--- config.mk ---
export PLATFORM = sky130hd
export DESIGN_NAME = anemo_freq_meter
export DESIGN_NICKNAME = d
export VERILOG_FILES = /design/src/rtl/anemo_freq_meter.sv
export SDC_FILE = /design/constraint.sdc
export NUM_CORES = 1
export LEC_CHECK = 0
export CAP_MARGIN = 0
export CORE_MARGIN = 3
export CORE_UTILIZATION = 35
export CTS_CLUSTER_SIZE = 30
export DETAILED_ROUTE_END_ITERATION = 8
export PLACE_DENSITY = 0.66
export SYNTH_ARGS = -nofsm -noshare
export SYNTH_HDL_FRONTEND = slang
export SYNTH_SLANG_ARGS = --single-unit
--- constraint.sdc ---
create_clock -name clk -period 4.7 [get_ports clk]
set_clock_uncertainty 0.15 [all_clocks]
set_input_delay 0.47 -clock clk [delete_from_list [all_inputs] [get_ports clk]]
set_output_delay 0.47 -clock clk [all_outputs]
set_load 0.005 [all_outputs]
--- src/rtl/anemo_freq_meter.sv ---
// anemo_freq_meter
// ----------------
// Avalon-MM slave that counts rising edges of the anemometer pulse over a
// fixed gate window of GATE_CYCLES clocks. The result is read back by
// software from the DATA register.
//
// Ports:
//   clk                 system clock
//   reset_n             asynchronous active-low reset (released synchronously)
//   in_freq_anemometre  raw anemometer pulse, asynchronous to clk
//   chipselect          Avalon slave select
//   address             0 = CONFIG (R/W), 1 = DATA (RO)
//   write_n             Avalon write strobe, active-low
//   writedata           write data (only bits 2:0 are used)
//   readdata            read data, combinational from address
//
// CONFIG: bit0 raz_n (soft clear, active-low), bit1 continu, bit2 start_stop.
// DATA:   bits FREQ_W-1:0 = freq, bit 9 = data_valid. FREQ_W must not exceed 9.

module anemo_freq_meter #(
    parameter int unsigned GATE_CYCLES = 50_000_000,
    parameter int unsigned FREQ_W      = 8
) (
    input  logic        clk,
    input  logic        reset_n,
    input  logic        in_freq_anemometre,
    input  logic        chipselect,
    input  logic        address,
    input  logic        write_n,
    input  logic [31:0] writedata,
    output logic [31:0] readdata
);

    localparam int unsigned        GATE_W    = (GATE_CYCLES > 1) ? $clog2(GATE_CYCLES) : 1;
    localparam logic [GATE_W-1:0]  GATE_LAST = GATE_W'(GATE_CYCLES - 1);
    localparam logic [FREQ_W-1:0]  EDGE_MAX  = '1;

    typedef enum logic [1:0] {
        IDLE    = 2'd0,
        MEASURE = 2'd1,
        DONE    = 2'd2
    } state_t;

    // Reset synchroniser: asserts immediately, releases two clocks after
    // reset_n rises so no flop sees reset removal near a clock edge.
    logic [1:0] rst_sync;
    logic       rst_n;

    // NOTE: sequential state always uses non-blocking assignments so every
    // flop samples the pre-edge value of its neighbours.
    always_ff @(posedge clk or negedge reset_n) begin
        if (!reset_n) rst_sync <= '0;
        else          rst_sync <= {rst_sync[0], 1'b1};
    end

    assign rst_n = rst_sync[1];

    // Pin conditioning: two synchroniser stages, one history stage and a
    // registered rising-edge pulse, giving three clocks from pin to pin_edge.
    logic [2:0] pin_sync;
    logic       pin_edge;

    always_ff @(posedge clk or negedge rst_n) begin
        if (!rst_n) begin
            pin_sync <= '0;
            pin_edge <= 1'b0;
        end else begin
            pin_sync <= {pin_sync[1:0], in_freq_anemometre};
            pin_edge <= pin_sync[1] & ~pin_sync[2];
        end
    end

    // CONFIG register
    logic [2:0] cfg;
    logic       cfg_wr;
    logic       start_req;
    logic       raz_n;
    logic       continu;

    assign cfg_wr    = chipselect & ~write_n & ~address;
    // A trigger is a 0->1 of start_stop relative to the value already held.
    assign start_req = cfg_wr & writedata[2] & ~cfg[2];
    assign raz_n     = cfg[0];
    assign continu   = cfg[1];

    always_ff @(posedge clk or negedge rst_n) begin
        if (!rst_n)      cfg <= '0;
        else if (cfg_wr) cfg <= writedata[2:0];
    end

    // Measurement state machine
    state_t              state, state_next;
    logic [GATE_W-1:0]   gate_cnt;
    logic [FREQ_W-1:0]   edge_cnt;
    logic [FREQ_W-1:0]   edge_next;
    logic [FREQ_W-1:0]   freq;
    logic                data_valid;
    logic                window_end;

    assign window_end = (state == MEASURE) && (gate_cnt == GATE_LAST);
    // Saturating count; an edge on the last window cycle still lands here.
    assign edge_next  = (pin_edge && (edge_cnt != EDGE_MAX)) ? edge_cnt + 1'b1 : edge_cnt;

    always_ff @(posedge clk or negedge rst_n) begin
        if (!rst_n) state <= IDLE;
        else        state <= state_next;
    end

    // NOTE: state_next is given its default before the case so no path
    // through this block leaves it unassigned and infers a latch.
    always_comb begin
        state_next = state;
        unique case (state)
            IDLE:    if (continu || start_req) state_next = MEASURE;
            MEASURE: if (window_end)           state_next = DONE;
            DONE:    state_next = continu ? MEASURE : IDLE;
            default: state_next = IDLE;
        endcase
        // Soft clear wins over everything, including an in-flight window.
        if (!raz_n) state_next = IDLE;
    end

    always_ff @(posedge clk or negedge rst_n) begin
        if (!rst_n) begin
            gate_cnt   <= '0;
            edge_cnt   <= '0;
            freq       <= '0;
            data_valid <= 1'b0;
        end else if (!raz_n) begin
            gate_cnt   <= '0;
            edge_cnt   <= '0;
            freq       <= '0;
            data_valid <= 1'b0;
        end else begin
            if (state != MEASURE && state_next == MEASURE) begin
                gate_cnt <= '0;
                edge_cnt <= '0;
            end else if (state == MEASURE) begin
                gate_cnt <= gate_cnt + 1'b1;
                edge_cnt <= edge_next;
            end

            // A software-triggered window hides the previous result until
            // it completes; continuous mode keeps data_valid high throughout.
            if (state == IDLE && state_next == MEASURE && !continu)
                data_valid <= 1'b0;

            if (window_end) begin
                freq       <= edge_next;
                data_valid <= 1'b1;
            end
        end
    end

    // Read mux, zero wait states
    always_comb begin
        readdata = '0;
        if (!address) begin
            readdata[2:0] = cfg;
        end else begin
            readdata[FREQ_W-1:0] = freq;
            readdata[9]          = data_valid;
        end
    end

    logic unused_bits;
    assign unused_bits = ^writedata[31:3];

endmodule

==> results by group <==
Outcome
  • Status: finished, final reports clean

Setup path
  • R2r startpoint: state[0]
  • Reg-to-reg setup timing slack: 1.85 ns
  • Setup crit start kind: register
  • Buffers plus inverters on the worst setup path: 0
  • Top delay family on crit path: simple AND/OR/NAND/NOR gates
  • CP max stage delay: 0.78 ns
  • Critical-path cell list: nor2b_1 -> nand2_1 -> a211oi_1 -> a32o_1
  • CP Class: register to register
  • Crit path DAT: just under 3 ns
  • Slowest-stage cell, CP: nor2b_1
  • Critical Path Fanout Max: 22
  • Register-to-Register Path Depth: 4
  • Worst Setup End Kind: register
  • Req. time, crit path: between 4 and 5 ns
  • Worst r2r dst: freq[6]

Die
  • Die width: ~99 um
  • IO Count: 70
  • Core ar.: 8299 um2
  • Initial cell density of the core: 0.3644
  • Site Rows: 33
  • Die footprint: slightly below 10,000 um2
  • Die extent in y: 98.96 um

Clocking
  • Setup Buffers After CTS: 0
  • Post-CTS Resized: 0
  • Clock Path Buffers: 2
  • Post-CTS Hold Fix Bufs: 0
  • Worst-Skew Late Latency: 0.31 ns
  • CTS tree: built
  • TritonCTS buffer count: 5
  • Clock H-tree levels: 2
  • Clock slew at reported path FFs: around 0.11 ns
  • CTS Sinks: between 50 and 60
  • Clock Root Buffer: clkbuf_8

GRT
  • Remaining global-route overflow: 0
  • Grt met3 use: 0.02335
  • Initial antenna violation count: 0
  • First-pass GRT wire length: 10.52 mm
  • Total GRT Usage: 0.1300
  • Met2 GRT Util: 0.2133
  • Largest net degree at the start of global routing: 28
  • Gr busiest metal: met2
  • Vias in the first global route: 2,247
  • Global Route met1 Usage: 0.1758

Synthesis
  • Post-Synthesis Cells: ~320
  • Synthesis warning total: 0
  • Register bit total from synthesis: 54
  • Post-Syn Area: approximately 3000 um2
  • Cell taking the most area after synthesis: dfrtp_1
  • Largest cells by area after synthesis: dfrtp_1 (45%), o21ai_0 (6.0%), buf_4 (6.0%)
  • Post-synth top flop: dfrtp_1
  • Async SR Flop Fraction: 1.000
  • Syn Area/Cell: 9.480 um2
  • Synth top area share: 0.4468
  • Synth unique cells: 54
  • Post-synth EDFFs: 0
  • Seq/Total Area, Yosys: 0.4468

Finish
  • Commonest non-fill, non-tap cell in the layout: dfrtp_1
  • Most frequent cells in the layout: dfrtp_1 (53), o21ai_0 (36), nor2_1 (24), conb_1 (24), nand2_1 (23)
  • Fraction of layout instances using a drive strength above 1: 0.1021
  • ANT cells: 0
  • Layout fillers: slightly above 800
  • Fin nets: 372
  • P&R area growth vs syn: 9.144%

Drt
  • DRC viols: 0
  • TritonRoute pass-1 iters: 4
  • Drt via density: 5.224
  • Total number of vias: 2,288
  • Initial DRC Count: 97
  • Final WL: 6.126 mm
  • Post-DRT Antenna Nets: 0
  • WL/cell: 13.99 um

Timing
  • Relative slew slack: 0.2224
  • Slew Viols, Final: 0
  • RSZ-0062 raised after global routing: no
  • Worst slew pin tran: 1.162 ns
  • Setup_tns: 0 ns
  • Setup violators final: 0
  • Max Freq: between 300 and 400 MHz
  • Fin crit period: 2.852 ns
  • Hold Fails Final Rpt: 0
  • Worst setup margin: between 1.5 and 2 ns
  • Tcrit/Tclk final: 0.6068

Placed design
  • DP Wirelength: 4.199 mm
  • DP Worst Slack: roughly 1.8 ns
  • IO buf count: 17
  • Placer Congestion: 0.8459

Pwr
  • Leak: between 0.001 and 0.0015 uW
  • VDD IR-drop max: roughly 0.12 mV
  • Pwr dens: about 280 nW/um2

Flow run
  • Max-cap violations: 0

Worst hold path
  • Hold Crit Class: register to async pin
[metal layers]
metal / vias to the layer above / wire, um
li1: 1115 / -
met1: 1106 / 2927
met2: 61 / 2893
met3: 6 / 264
met4: 0 / 41
met5: - / 0
[Yosys cell counts (3+ instances only)]
library cell and number:
buf_2 3, inv_1 5, mux2_2 4, dfrtp_1 54, nor2_1 24, o21ai_0 36
nand4_1 10, nor4_1 3, nor2b_1 3, o31ai_1 5, or3_1 3, nand3_1 20
nand2_1 23, a21oi_1 19, clkbuf_1 7, o21ai_1 3, a31oi_1 5, and2_1 7
xor2_1 10, buf_4 24, and3_1 4, and2_2 3, mux2i_1 4
[how the worst max path moves through the flow]
stage          slack, ns  depth (start not counted)        start      end
6_report            1.85                          4     state[0]  freq[6]
5_1_grt             1.64                          4     state[0]  freq[6]
3_5_place_dp        1.85                          4     state[0]  freq[6]
3_3_place_gp        1.92                          4     state[0]  freq[6]
2_1_floorplan       2.74                          7  gate_cnt[0]  freq[3]
4_1_cts             1.81                          4     state[0]  freq[6]
[state kept, by name, summed over array words and instances (netlist names)]
register / cells
rst_sync: 2
state: 2
cfg: 3
freq: 8
pin_edge: 1
gate_cnt: 26
data_valid: 1
edge_cnt: 8
pin_sync: 3
[area by class of cell]
| type | count | area (um2) | share of cell area |
|---|---|---|---|
| clock buffers | 5 | 68.82 | 0.02085 |
| clock inverters | 3 | 43.79 | 0.01327 |
| inverters | 5 | 18.77 | 0.005686 |
| multi-input cells | 246 | 1493 | 0.4522 |
| flip-flops and latches | 54 | 1353 | 0.4098 |
| well taps | 105 | 131.4 | 0.03980 |
| repair buffers | 20 | 192.7 | 0.05838 |
[where the power goes]
group	internal (uW)	switching (uW)
combinational	39.5	71.0
sequential	475	19.6
clock	160	165
[per-stage QoR]
| step | power [uW] | hold WS (ns) | util | instance area, um2 | std cells |
|---|---|---|---|---|---|
| floorplan | 590.5 | 0.02441 | - | 3107 | 341 |
| global placement | 613.6 | 0.1550 | 0.3841 | 3188 | 430 |
| detailed placement | 616.3 | 0.1534 | 0.3841 | 3188 | 430 |
| CTS | 941.4 | 0.1355 | 0.3977 | 3301 | 438 |
| global route | 970.3 | 0.1317 | 0.3977 | 3301 | 438 |
| finish | 930.1 | 0.1351 | 0.3977 | 3301 | 438 |
[cells by family (layout without fill, tap and decap cells)]
kind of cell	after synthesis	count (layout)	synth area share
compound gates	80	80	0.1564
xor+xnor	12	12	0.03475
fa+ha+maj	2	2	0.008273
buf+inv	41	33	0.08688
flops	54	54	0.4468
mux	8	8	0.02813
other cells	2	24	0.002483
simple gates	120	120	0.2362
Power figures use the tool's default switching activity.
